===== src/rtl/axi_pkt_framer_if.sv =====
// AXI-Stream style handshake bundle shared by the framer input and output sides.
// No storage: plain wires, zero latency.
// Backpressure travels on tready from the slave modport back to the master.
interface axi_pkt_framer_if #(
    parameter int DATA_WIDTH = 32
);
    logic                  tvalid;
    logic                  tready;
    logic [DATA_WIDTH-1:0] tdata;
    logic                  tlast;

    // Producer side: drives valid/data/last, observes ready.
    modport master (
        output tvalid,
        output tdata,
        output tlast,
        input  tready
    );

    // Consumer side of an unframed stream: tlast is not carried upstream.
    modport slave (
        input  tvalid,
        input  tdata,
        output tready
    );
endinterface


===== src/rtl/axi_pkt_framer.sv =====
// Cuts an unframed sample stream into frames of frame_len payload words, last word flagged with tlast.
// Latency: one clk from s_axis transfer to m_axis_tvalid through a single output register stage.
// Backpressure: s_axis.tready = (output register empty or being drained); held output stays stable while stalled.
// Build option PKT_FRAMER_HDR_EN: when defined each frame is preceded by a header word
// {zeros, frame_cnt[15:0], len[15:0]}; when undefined the output is payload only.
module axi_pkt_framer #(
    parameter int DATA_WIDTH = 32,
    parameter int LEN_WIDTH  = 16
) (
    input  logic                 clk,
    input  logic                 async_reset_n,
    input  logic [LEN_WIDTH-1:0] frame_len,
    axi_pkt_framer_if.slave      s_axis,
    axi_pkt_framer_if.master     m_axis,
    output logic [15:0]          frame_cnt
);

    typedef enum logic [1:0] {
        IDLE    = 2'd0,
`ifdef PKT_FRAMER_HDR_EN
        HEADER  = 2'd1,
`endif
        PAYLOAD = 2'd2
    } state_t;

    state_t                state_q;
    state_t                state_nxt;
    logic [LEN_WIDTH-1:0]  len_q;
    logic [LEN_WIDTH-1:0]  cnt_q;
    logic [15:0]           frame_cnt_q;

    logic                  out_vld;
    logic [DATA_WIDTH-1:0] out_dat;
    logic                  out_last;

    logic                  ld;
    logic                  s_rdy;
    logic                  len_ld;
    logic                  cnt_clr;
    logic                  cnt_inc;
    logic                  seq_inc;
    logic                  nxt_vld;
    logic [DATA_WIDTH-1:0] nxt_dat;
    logic                  nxt_last;
`ifdef PKT_FRAMER_HDR_EN
    logic [DATA_WIDTH-1:0] hdr_dat;
`endif

    // The output register may take a new word when it is empty or its word leaves this cycle.
    assign ld = ~out_vld | m_axis.tready;

    assign s_axis.tready = s_rdy;
    assign m_axis.tvalid = out_vld;
    assign m_axis.tdata  = out_dat;
    assign m_axis.tlast  = out_last;
    assign frame_cnt     = frame_cnt_q;

    // Next-state and datapath control; tready is a function of state and ld only, never of s_axis.tvalid.
    always_comb begin
        state_nxt = state_q;
        s_rdy     = 1'b0;
        len_ld    = 1'b0;
        cnt_clr   = 1'b0;
        cnt_inc   = 1'b0;
        seq_inc   = 1'b0;
        nxt_vld   = 1'b0;
        nxt_dat   = s_axis.tdata;
        nxt_last  = 1'b0;
`ifdef PKT_FRAMER_HDR_EN
        hdr_dat        = '0;
        hdr_dat[31:0]  = {frame_cnt_q, 16'(len_q)};
`endif
        case (state_q)
            IDLE: begin
                // A zero length never starts a frame; the length is frozen here for the whole frame.
                if (s_axis.tvalid && (frame_len != '0)) begin
                    len_ld = 1'b1;
`ifdef PKT_FRAMER_HDR_EN
                    state_nxt = HEADER;
`else
                    cnt_clr   = 1'b1;
                    state_nxt = PAYLOAD;
`endif
                end
            end
`ifdef PKT_FRAMER_HDR_EN
            HEADER: begin
                if (ld) begin
                    nxt_vld   = 1'b1;
                    nxt_dat   = hdr_dat;
                    cnt_clr   = 1'b1;
                    state_nxt = PAYLOAD;
                end
            end
`endif
            PAYLOAD: begin
                s_rdy = ld;
                if (s_axis.tvalid && ld) begin
                    nxt_vld = 1'b1;
                    cnt_inc = 1'b1;
                    if (cnt_q == (len_q - LEN_WIDTH'(1))) begin
                        nxt_last  = 1'b1;
                        seq_inc   = 1'b1;
                        state_nxt = IDLE;
                    end
                end
            end
            default: state_nxt = IDLE;
        endcase
    end

    // Frame control state: FSM, latched length, payload counter and sequence number.
    always_ff @(posedge clk or negedge async_reset_n) begin
        if (!async_reset_n) begin
            state_q     <= IDLE;
            len_q       <= '0;
            cnt_q       <= '0;
            frame_cnt_q <= '0;
        end else begin
            state_q <= state_nxt;
            if (len_ld) begin
                len_q <= frame_len;
            end
            if (cnt_clr) begin
                cnt_q <= '0;
            end else if (cnt_inc) begin
                cnt_q <= cnt_q + LEN_WIDTH'(1);
            end
            if (seq_inc) begin
                frame_cnt_q <= frame_cnt_q + 16'd1;
            end
        end
    end

    // Output stage: loads only when ld, so a stalled word keeps valid/data/last unchanged.
    always_ff @(posedge clk or negedge async_reset_n) begin
        if (!async_reset_n) begin
            out_vld  <= 1'b0;
            out_dat  <= '0;
            out_last <= 1'b0;
        end else if (ld) begin
            out_vld  <= nxt_vld;
            out_last <= nxt_vld & nxt_last;
            if (nxt_vld) begin
                out_dat <= nxt_dat;
            end
        end
    end

endmodule


===== src/flat_wrapper.sv =====
// flat-port wrapper written by rule: the top's interface ports become plain ports
module axi_pkt_framer_flat 
#(
    parameter int DATA_WIDTH = 32,
    parameter int LEN_WIDTH  = 16
)
  (clk, async_reset_n, frame_len, frame_cnt, s_axis_tvalid, s_axis_tdata, s_axis_tready, m_axis_tvalid, m_axis_tdata, m_axis_tlast, m_axis_tready);
  axi_pkt_framer_if #(.DATA_WIDTH(DATA_WIDTH)) s_axis_i ();
  axi_pkt_framer_if #(.DATA_WIDTH(DATA_WIDTH)) m_axis_i ();
  input  logic clk;
  input  logic async_reset_n;
  input  logic [LEN_WIDTH-1:0] frame_len;
  output logic [15:0] frame_cnt;
  input wire logic [$bits(s_axis_i.tvalid)-1:0] s_axis_tvalid;
  input wire logic [$bits(s_axis_i.tdata)-1:0] s_axis_tdata;
  output wire logic [$bits(s_axis_i.tready)-1:0] s_axis_tready;
  output wire logic [$bits(m_axis_i.tvalid)-1:0] m_axis_tvalid;
  output wire logic [$bits(m_axis_i.tdata)-1:0] m_axis_tdata;
  output wire logic [$bits(m_axis_i.tlast)-1:0] m_axis_tlast;
  input wire logic [$bits(m_axis_i.tready)-1:0] m_axis_tready;
  assign s_axis_i.tvalid = s_axis_tvalid;
  assign s_axis_i.tdata = s_axis_tdata;
  assign s_axis_tready = s_axis_i.tready;
  assign m_axis_tvalid = m_axis_i.tvalid;
  assign m_axis_tdata = m_axis_i.tdata;
  assign m_axis_tlast = m_axis_i.tlast;
  assign m_axis_i.tready = m_axis_tready;
  axi_pkt_framer #(.DATA_WIDTH(DATA_WIDTH), .LEN_WIDTH(LEN_WIDTH)) u_core (.clk(clk), .async_reset_n(async_reset_n), .frame_len(frame_len), .s_axis(s_axis_i), .m_axis(m_axis_i), .frame_cnt(frame_cnt));
endmodule

===== config.mk =====
export PLATFORM = sky130hd
export DESIGN_NAME = axi_pkt_framer_flat
export DESIGN_NICKNAME = d
export VERILOG_FILES = /design/src/rtl/axi_pkt_framer_if.sv /design/src/rtl/axi_pkt_framer.sv /design/src/flat_wrapper.sv
export SDC_FILE = /design/constraint.sdc
export NUM_CORES = 1
export LEC_CHECK = 0
export ABC_AREA = 1
export CELL_PAD_IN_SITES_DETAIL_PLACEMENT = 2
export CELL_PAD_IN_SITES_GLOBAL_PLACEMENT = 2
export CORE_MARGIN = 5
export CORE_UTILIZATION = 28
export DETAILED_ROUTE_END_ITERATION = 10
export PLACE_DENSITY = 0.78
export SLEW_MARGIN = 40
export SYNTH_ARGS = -nofsm -noshare
export SYNTH_HDL_FRONTEND = slang
export SYNTH_SLANG_ARGS = --single-unit

===== constraint.sdc =====
create_clock -name clk -period 2.05 [get_ports clk]
set_input_delay 0.41 -clock clk [delete_from_list [all_inputs] [get_ports clk]]
set_output_delay 0.41 -clock clk [all_outputs]
set_load 0.02 [all_outputs]

-- After elaboration in Yosys (flattened, before gate mapping)
Index checks and enable logic that the tools add are counted.
- register bits: 84
- input port bits: 52
- output and inout bits: 51
- logic and storage cells: 39
- add/subtract/negate cells: 3
- equal/unequal tests: 5
- multiplexer cells: 14
- bitwise operators: 3
- reduce and logical (&&, ||, !) cells: 7
- operators with widths (kind ; number):
    adder 16 x 1 -> 16 bit, second input constant ; 2
    2-to-1 mux 16 bit ; 2
    equality test 16 bit ; 1
    nonzero test 16 bit ; 1
    subtractor 16 x 1 -> 16 bit, second input constant ; 1
    2-to-1 mux 1 bit ; 8
    2-to-1 mux 2 bit ; 3
    != test 2 x 1 -> 1 bit, second input constant ; 3
    one-hot mux 2 bit (2 select lines) ; 1
    AND reduction 3 bit ; 1
    equality test 2 bit, second input constant ; 1
    logical AND 1 bit ; 2
    zero test 2 bit ; 1
    AND reduction 2 bit ; 1
    nonzero test 2 bit ; 1
    AND 1 bit ; 1
    inverter 1 bit ; 1
    bitwise OR 1 bit ; 1

-- Depth between registers and ports, before layout
Gate-level depths: netlist of run 1.
- depth after elaboration: 7
- depth in mapped cells: 17
- depth with buffers taken out: 15

-- Least setup slack after synthesis of run 1
OpenSTA, ideal clock, no wires.
- path type: register to register
- start point: register u_core.len_q[0]
- end point: register u_core.frame_cnt_q[8], in the netlist u_core.frame_cnt[8]
- library setup time: 0.117 ns
- arrival time: 1.779 ns
- data required time: 1.933 ns
- slack: 0.154 ns
- stages on the path, launching flop included: 17
- path buffers: 1
- period minus slack after synthesis: 1.896 ns
- path through: dfrtp_1 -> inv_2 -> ha_1 -> buf_2 -> nand2_1 -> nor2_2 -> nand2_1 -> nand2_1 -> nand2_1 -> inv_2 -> nand2_1 -> nor2_1 -> nand2_1 -> nor2_4 -> nand3_2 -> nand2_1 -> nand2_1
- longest elaborated chain between the ends: 5
- ends and longest elaborated chain (element ; line ; source):
    start, declared ; axi_pkt_framer.sv:28 ; logic [LEN_WIDTH-1:0] len_q;
    start signal, assigned ; axi_pkt_framer.sv:122 ; len_q <= frame_len;
    subtractor 16 x 1 -> 16 bit ; axi_pkt_framer.sv:101 ; if (cnt_q == (len_q - LEN_WIDTH'(1))) begin
    equality test 16 bit ; axi_pkt_framer.sv:101 ;
    2-to-1 mux 1 bit ; axi_pkt_framer.sv:101 ;
    2-to-1 mux 1 bit ; axi_pkt_framer.sv:98 ; if (s_axis.tvalid && ld) begin
    2-to-1 mux 1 bit ; axi_pkt_framer.sv:73 ; case (state_q)
    end signal, assigned ; axi_pkt_framer.sv:130 ; frame_cnt_q <= frame_cnt_q + 16'd1;
    end, declared ; axi_pkt_framer.sv:30 ; logic [15:0] frame_cnt_q;
Every way passes these cells.
A chain may end at the register's enable or synchronous reset.

-- Final worst setup path of run 1
- start point: register u_core.len_q[3]
- end point: register u_core.frame_cnt_q[9], in the netlist u_core.frame_cnt[9]
The elaborated chain is that of the path after synthesis.

==> results of run 1 <==
how the worst max path moves through the flow:
stage	from	to	slack [ns]	cells past startpoint
floorplan	u_core.len_q[0]	u_core.frame_cnt[8]	0.15	16
global placement	m_axis_tready	u_core.frame_cnt[7]	-0.27	15
detailed placement	m_axis_tready	u_core.cnt_q[15]	-0.39	13
CTS	u_core.len_q[0]	u_core.frame_cnt[6]	-0.03	14
global route	u_core.len_q[3]	u_core.frame_cnt[9]	-0.28	13
finish	u_core.len_q[3]	u_core.frame_cnt[9]	-0.15	13
final cells by class:
class / instances / share of cell area (%)
Clock buffer: 9 / 3.19
Clock inverter: 7 / 0.745
Inverter: 64 / 3.41
Multi-Input combinational cell: 480 / 36.3
Sequential cell: 83 / 29.5
Tap cell: 216 / 3.83
Timing Repair Buffer: 173 / 23.0
per-layer routing:
metal,vias to the layer above,global-route usage [%],wire [um]
met5,-,0,0
met4,0,6.53,499
met3,32,4.27,888
met2,119,40.4,11000
met1,2520,24.3,8050
li1,2353,-,-
registers in the layout, summed over array words and instances (netlist names):
register,count
u_core.cnt_q,16
u_core.frame_cnt,16
u_core.len_q,16
u_core.m_axis.tdata,32
u_core.m_axis.tlast,1
u_core.m_axis.tvalid,1
u_core.state_q,1
power by group through the flow:
stage	logic [mW]	clock network [mW]	registers (mW)
floorplan	0.372	0	2.03
global placement	0.975	0	1.94
detailed placement	1.04	0	1.96
CTS	1.11	1.61	1.93
global route	1.28	1.69	1.96
finish	1.18	1.60	1.94
synthesized netlist by cell type:
master    count  area share [%]
nor3b_1       1            0.16
buf_6         1            0.25
nor2_4        3            0.74
and2_1        1            0.14
xor2_1        9             1.7
nor3_1        9            0.98
nor4_1        5            0.68
o21ai_0      21             2.3
buf_2         1            0.11
a21oi_1      13             1.4
a21boi_0      1            0.16
nand4_1      17             2.3
nor3_2        1            0.22
o21ai_1       1            0.11
nand3b_1      2            0.33
or2_2         1            0.14
dfrtp_1      83              45
nand3_1      39             4.3
xnor2_1      10             1.9
nor2_1       50             4.1
nand3_2       4            0.88
o21a_1        1            0.16
clkbuf_1     10            0.82
a211oi_1      1            0.16
ha_1          3            0.82
inv_1        58             4.8
nand2_1     274              22
inv_2         6            0.49
buf_4         2            0.33
nand2_2       1            0.14
nor2_2       11             1.5
worst max-delay path, stage by stage (launching register included):
cell	delay, ns
dfrtp_2	0.46
nor2_2	0.21
nand2_2	0.16
buf_4	0.19
nor2_4	0.11
nand2_1	0.08
nand2_1	0.11
o21ai_0	0.12
nor2_2	0.14
nand3_2	0.13
nor2_4	0.18
nand2_1	0.08
nand2_1	0.06
nand2_1	0.05
timing repair:
action / in CTS / in global routing
pin swaps: 35 / 31
setup endpoints to repair: 22 / 23
buffers inserted: 7 / 6
cloned: 3 / 0
gates resized for setup: 71 / 50
per-stage QoR:
step	total power [mW]	setup TNS [ns]
after CTS	4.66	-0.112
final	4.72	-0.887
after global routing	4.94	-2.90
after global placement	2.92	-4.37
after floorplan	2.41	0
after detailed placement	3.00	-7.13
logic make-up (layout without fill, tap and decap cells):
group                    after synthesis  after routing  synth area share, %
AND/OR/NAND/NOR                      419            420                 39.1
AO/OA/AOI/OAI                         38             38                 4.32
XOR/XNOR                              19             19                 3.64
adder cells (fa/ha/maj)                3              3                0.820
flip-flops                            83             83                 45.4
buffers and inverters                 78            253                 6.75
==> results.yml, run 1 <==
place:
  placed_cells_incl_taps: 1000
  dp.final_hpwl_um: 14100
  routabilityCongestion: 0.846
  placed_area_um2: 6240
  place.port_buffers: 102
  preCtsSetupSlack_ns: -0.386
power:
  p_sw_mw: 1.61
  power_frac_seq_pct: 41.1
  power.static_leakage_nw: 3.35
  power.share.clock_pct: 33.9
  internal-power_mw: 3.11
  power_per_cell_area_nw_per_um2: 670
  power.share.switching_pct: 34.2
  irDropWorstVdd_v: 0.000397
  power.share.combinational_pct: 25.0
sta:
  relSlewSlack_pct: 69.2
  worst-slew-pin-transition_ns: 0.463
  setup-violations-final: 12
  slew_viol_final: 0
  finalWorstSetupSlack_ns: -0.146
  fmax_mhz: 455
  finalCriticalPeriod_ns: 2.20
  clock_skew_ns: 0.0107
  final.period_utilization_pct: 107
  whs_ns: 0.00124
  hold_viol_final: 0
  setup_repair_after_global_routing_missed_its_margin: "yes"
run_status:
  status: "complete, but fails checks"
  violations_in_the_final_reports: "setup timing"
routing:
  drt_wl_total_um: 20400
  post_drt_via_cell_ratio: 4.87
  route.vias.total: 5024
  drc: 0
  ant_nets: 0
  post_drt_wl_per_cell_um: 19.8
  detailedRoute.firstPassIterationCount: 4
  drt_iter0_markers: 142
setup_path:
  required_ns: 2.30
  critical_path.startpoint_type: "flop"
  crit_path_max_fanout: 5
  regToRegSetupSlack_ns: -0.15
  critical_path.reg2reg.endpoint: "u_core.frame_cnt[9]"
  critical_path_class: "reg2reg"
  arrival_ns: 2.44
  end_kind: "flop"
  timing.rr.start: "u_core.len_q[3]"
  reg2regPathDepth: 13
layout:
  layout-area-overhead-vs-synth_pct: 54.1
  post_layout_nonfiller_instances: 1032
  utilization_pct: 44.2
  multiInputGateArea_um2: 2560
  num-fill-cells: 1832
  highest_count_cells_in_the_layout_ignoring_fill_and_taps: "nand2_1, clkdlybuf4s50_1, dfrtp_1"
  fin_area_um2: 7050
  regArea_um2: 2080
  insertedDiodeCount: 0
  layout_commonest_cell: "nand2_1"
  nNetsFinal: 866
  layout-drive-gt1-share_pct: 24.0
cts:
  worst_skew_pair.late_latency_ns: 0.36
  clockBufferDepth: 2
  clkSlewWorstSetupHoldPaths_ns: 0.07
  clock-sinks: 83
  cts_tree: "yes"
  cts_buffers: 9
  cts-htree-levels: 3
  cts.hold.buffers_added: 0
  ctsRootBufferMaster: "clkbuf_16"
floorplanning:
  fp.dieW_um: 138
  ios: 103
  rows: 46
  core_um2: 15900
  floorplan.die.height_um: 138
  start_util_pct: 28.7
  die_area_um2: 19000
logic_synthesis:
  synthesis.yosys.warnings: 0
  yosys_reg_bits: 83
  mappedNetlistNets: 695
  post_synth_num_cell_types: 31
  syn_avg_cell_area_um2: 7.15
  post_syn_instances: 640
  synth_area_um2: 4580
  synth_sequential_area_ratio_pct: 45.4
global_routing:
  globalRouteOverflowTotal: 0
  number_of_antenna_violations_at_the_first_check_in_global_routing: 0
  grt_pass1_vias: 5776
  gr-usage-all-layers_pct: 21.5
  global_route_wire_length_before_repair_um: 31500
  grt_start_max_net_pins: 32
hold_path:
  hp-class: "in2async"
run:
  number_of_maximum_capacitance_constraint_violations: 0
(Power assumes the default switching activity.)
==> run 2: changes to the inputs <==
- TNS_END_PERCENT: not set -> 5
==> run 2 against run 1 <==
The run still ends with setup timing left. Non-clock buffer count fell by 2. Worst hold slack improved by 0.011 ns. First-iteration DRC count fell by 7.7%. Clock-buffer cell count did not move. Combinational power fell by 6%. Clock power barely moved. Critical endpoint unchanged.
==> results.yml, run 2 (synthesis results as in run 1) <==
setup_path:
  end_kind: "flop"
  critical-path-top-delay-family: "simple AND/OR/NAND/NOR gates"
  critical_path.reg2reg.endpoint: "u_core.frame_cnt[9]"
  setup.worst_path.end: "u_core.frame_cnt[9]"
  crit_path_max_fanout: 5
  critical_path_class: "reg2reg"
  cp_cell_sequence: "inv_2 -> buf_6 -> nand3_4 -> buf_4 -> buf_4 -> nand2_1 -> nand2_1 -> nand2_1 -> nand3_2 -> a21oi_2 -> nand3_2 -> nor2_4 -> nand2_1 -> nand2_1 -> nand2_1"
  timing.rr.start: "u_core.len_q[0]"
  regToRegSetupSlack_ns: -0.13
  crit_path_frequent_cell: "nand2_1"
  arrival_ns: 2.42
  worst-path-stages: 15
  setup.worst_path.start: "u_core.len_q[0]"
  reg2regPathDepth: 15
  worstPathBufferInverterCount: 4
  critical_path.startpoint_type: "flop"
  required_ns: 2.30
  critPathMaxStageDelay_ns: 0.39
  critical-path-slowest-cell: "dfrtp_1"
cts:
  cts_tree: "yes"
  clockBufferDepth: 2
  ctsRootBufferMaster: "clkbuf_16"
  cts_buffers: 9
  clock-sinks: 83
  clkSlewWorstSetupHoldPaths_ns: 0.07
  cts-htree-levels: 3
  worst_skew_pair.late_latency_ns: 0.36
  cts.hold.buffers_added: 0
layout:
  layout-area-overhead-vs-synth_pct: 52.4
  layout-drive-gt1-share_pct: 21.1
  insertedDiodeCount: 0
  flip_flop_count_of_the_largest_register_all_copies_and_words_added: 32
  nNetsFinal: 864
  highest_count_cells_in_the_layout_ignoring_fill_and_taps: "nand2_1, clkdlybuf4s50_1, dfrtp_1"
  layout_commonest_cell: "nand2_1"
routing:
  drt_iter0_markers: 131
  post_drt_wl_per_cell_um: 19.5
  post_drt_via_cell_ratio: 4.86
  drc: 0
  detail_route.wirelength.met1_um: 7930
  ant_nets: 0
  detailedRoute.firstPassIterationCount: 4
  route.vias.total: 5003
  met3_length_um: 831
  topRoutingLayerUsed: "met4"
  drt_wl_total_um: 20000
  total_met2_wirelength_after_detailed_routing_um: 10900
global_routing:
  number_of_antenna_violations_at_the_first_check_in_global_routing: 0
  grt_pass1_vias: 5625
  globalRouteOverflowTotal: 0
  grt_start_max_net_pins: 32
  global_route_wire_length_before_repair_um: 29700
  gr-usage-all-layers_pct: 20.1
sta:
  clock_skew_ns: 0.0100
  final.period_utilization_pct: 106
  worst-slew-pin-transition_ns: 0.474
  relSlewSlack_pct: 68.4
  fin_setup_tns_ns: -1.35
  slew_viol_final: 0
  setup-violations-final: 17
  setup_repair_after_global_routing_missed_its_margin: "yes"
  fmax_mhz: 459
  hold_viol_final: 0
  finalCriticalPeriod_ns: 2.18
  finalWorstSetupSlack_ns: -0.127
run:
  number_of_maximum_capacitance_constraint_violations: 0
floorplanning:
  ios: 103
  fp.dieW_um: 138
  start_util_pct: 28.7
  core_um2: 15900
  die_area_um2: 19000
  rows: 46
  floorplan.die.height_um: 138
power:
  power_per_cell_area_nw_per_um2: 665
  power.static_leakage_nw: 3.31
  irDropWorstVdd_v: 0.000402
place:
  place.port_buffers: 102
  routabilityCongestion: 0.846
  dp.final_hpwl_um: 14100
  preCtsSetupSlack_ns: -0.386
run_status:
  status: "complete, but fails checks"
  violations_in_the_final_reports: "setup timing"
hold_path:
  hp-class: "in2async"
-- run 2: changes by cell type in the layout (fill, tap and decap cells not counted), moves of 3 or more --
cell	change
inv_1	+3
nand2_1	+16
inv_2	-3
nor2_2	-5
nor2_1	+7
nand2_2	-15
-- run 2: how the worst min path moves through the flow --
stage,to,slack (ns),cells past startpoint
3_3_place_gp,u_core.len_q[1],0.40,1
4_1_cts,u_core.m_axis.tdata[1],0.02,1
2_1_floorplan,u_core.cnt_q[0],0.11,0
5_1_grt,u_core.len_q[1],0.03,1
6_report,u_core.len_q[1],0.01,1
3_5_place_dp,u_core.m_axis.tdata[9],0.40,1
-- run 2: per-stage QoR --
step                      util (%)  cells  cell area, um^2  total power, mW  hold WS, ns
after global routing          43.7   1030             6970             4.87       0.0307
after global placement        39.1   1000             6240             2.92        0.397
after floorplan                  -    640             4580             2.41        0.114
after CTS                     41.6   1017             6630             4.62       0.0229
after detailed placement      39.1   1000             6240             3.00        0.397
final                         43.7   1030             6970             4.64       0.0119
-- run 2: routing by layer --
layer / GRT usage (%) / vias to the layer above
met5: 0 / -
met4: 6.59 / 0
met3: 4.53 / 27
met2: 37.4 / 95
met1: 22.6 / 2536
li1: - / 2345
-- run 2: final cells by class --
type	instances	area (um^2)
multi-input combinational	480	2500
tap	216	270
inverter	64	240
clock buffer	9	225
fill	1844	8970
clock inverter	7	52.6
timing repair buffer	171	1600
sequential	83	2080
-- run 2: where the power goes --
group          switching (mW)  total [mW]  internal [mW]
combinational           0.631        1.11          0.474
clock                   0.770        1.60          0.826
sequential              0.155        1.94           1.78
-- run 2: repair_timing --
item / 4_1_cts / 5_1_grt
gates resized for setup: 25 / 71
setup endpoints to repair: 22 / 22
pin swaps: 3 / 29
setup buffers: 0 / 12
cloned: 1 / 1
hold endpoints to repair: 0 / 0
==> run 3: changes to the inputs <==
- CORE_UTILIZATION: 28 -> 30
- PLACE_DENSITY: 0.78 -> 0.83
- clock period: 2.05 -> 2.6 ns (I/O delays scaled with it)
==> run 3 against run 2 <==
The run now ends clean. Non-clock buffer count is 54 lower. Clock-buffer cell count rose by 1. Routed wire length down 16%. Cell count shrank 8.1%. Power is 21% lower. Flip-flop and latch count unchanged. Core utilization down 2.6 points.
==> results.yml, run 3 (synthesis results as in run 1) <==
run_status:
  status: "finished, final reports clean"
power:
  internal-power_mw: 2.52
  power.share.switching_pct: 31.0
  power_frac_seq_pct: 41.7
  p_sw_mw: 1.13
  power.share.clock_pct: 37.3
  irDropWorstVdd_v: 0.000331
  report.power.total_mw: 3.65
  power_per_cell_area_nw_per_um2: 588
  power.static_leakage_nw: 3.04
  power.share.combinational_pct: 21.0
setup_path:
  critical_path.reg2reg.endpoint: "u_core.frame_cnt[13]"
  arrival_ns: 2.59
  crit_path_max_fanout: 7
  setup.worst_path.end: "u_core.cnt_q[15]"
  critical_path_class: "in2reg"
  reg2regPathDepth: 15
  end_kind: "flop"
  required_ns: 2.89
  regToRegSetupSlack_ns: 0.31
  critical_path.startpoint_type: "input pin"
  timing.rr.start: "u_core.len_q[0]"
  setup.worst_path.start: "m_axis_tready"
place:
  dp.final_hpwl_um: 13100
  placed_area_um2: 5900
  placed_cells_incl_taps: 931
  place.port_buffers: 102
  preCtsSetupSlack_ns: 0.00823
  routabilityCongestion: 0.795
sta:
  fin_setup_tns_ns: 0
  slew_viol_final: 0
  final.period_utilization_pct: 88.4
  whs_ns: 0.149
  worst-slew-pin-transition_ns: 0.511
  clock_skew_ns: 0.0125
  finalWorstSetupSlack_ns: 0.301
  setup-violations-final: 0
  finalCriticalPeriod_ns: 2.30
  hold_viol_final: 0
  setup_repair_after_global_routing_missed_its_margin: "no"
  relSlewSlack_pct: 65.9
  fmax_mhz: 435
cts:
  clock-sinks: 83
  cts_tree: "yes"
  post_cts.resized_instances: 0
  cts-htree-levels: 3
  cts_buffers: 9
  clockBufferDepth: 2
  ctsRootBufferMaster: "clkbuf_16"
  clkSlewWorstSetupHoldPaths_ns: 0.07
  worst_skew_pair.late_latency_ns: 0.35
  cts.hold.buffers_added: 0
  cts_setup_buffers: 0
routing:
  drt_wl_total_um: 16800
  ant_nets: 0
  post_drt_via_cell_ratio: 4.92
  route.vias.total: 4657
  post_drt_wl_per_cell_um: 17.7
  drc: 0
  drt_iter0_markers: 169
  detailedRoute.firstPassIterationCount: 4
layout:
  layout-area-overhead-vs-synth_pct: 35.7
  fin_area_um2: 6210
  post_layout_nonfiller_instances: 947
  insertedDiodeCount: 0
  utilization_pct: 41.2
  highest_count_cells_in_the_layout_ignoring_fill_and_taps: "nand2_1, clkdlybuf4s50_1, dfrtp_1"
  layout-drive-gt1-share_pct: 7.77
  flip_flop_count_of_the_largest_register_all_copies_and_words_added: 32
  nNetsFinal: 809
  layout_commonest_cell: "nand2_1"
floorplanning:
  floorplan.die.height_um: 134
  start_util_pct: 30.3
  fp.dieW_um: 134
  die_area_um2: 17800
  core_um2: 15100
  ios: 103
  rows: 45
hold_path:
  hp-class: "in2async"
run:
  number_of_maximum_capacitance_constraint_violations: 0
global_routing:
  global_route_wire_length_before_repair_um: 27700
  globalRouteOverflowTotal: 0
  grt_pass1_vias: 5350
  gr-usage-all-layers_pct: 19.5
  number_of_antenna_violations_at_the_first_check_in_global_routing: 0
  grt_start_max_net_pins: 37
[run 3: final cells by class]
| cell class | count | area [um^2] |
|---|---|---|
| Inverter | 64 | 240 |
| Clock inverter | 6 | 73.8 |
| Multi-Input combinational cell | 479 | 2190 |
| Sequential cell | 83 | 2080 |
| Clock buffer | 10 | 239 |
| Tap cell | 188 | 235 |
| Timing Repair Buffer | 117 | 1160 |
| Fill cell | 1749 | 8880 |
[run 3: power groups by stage]
stage               registers (mW)  clock network, mW  logic, mW
global route                  1.54               1.46      0.850
global placement              1.53                  0      0.735
floorplan                     1.60                  0      0.294
detailed placement            1.54                  0      0.778
CTS                           1.52               1.40      0.784
finish                        1.52               1.36      0.766
[run 3: worst min-delay path by stage]
| stage | endpoint | slack [ns] |
|---|---|---|
| final | u_core.m_axis.tdata[7] | 0.15 |
| after global placement | u_core.m_axis.tdata[20] | 0.45 |
| after global routing | u_core.m_axis.tdata[31] | 0.19 |
| after detailed placement | u_core.m_axis.tdata[29] | 0.46 |
| after CTS | u_core.m_axis.tdata[31] | 0.16 |
| after floorplan | u_core.cnt_q[0] | 0.22 |
[run 3: critical path, stage by stage]
cell and delay, ns:
clkdlybuf4s50_1 0.45, inv_1 0.06, nand2_1 0.07, nand2_1 0.08, nor2_2 0.20, buf_4 0.21
nand2_1 0.09, nor3_2 0.17, nand2_1 0.10, nor2_1 0.18, nand3_1 0.15, a21oi_1 0.18
o21a_1 0.14
[run 3: metal layers]
metal / global-route usage, % / vias to the layer above / routed length [um]
met5: 0 / - / 0
met2: 35.8 / 86 / 8870
li1: - / 2228 / -
met3: 5.29 / 27 / 887
met1: 21.6 / 2316 / 6630
met4: 7.26 / 0 / 402
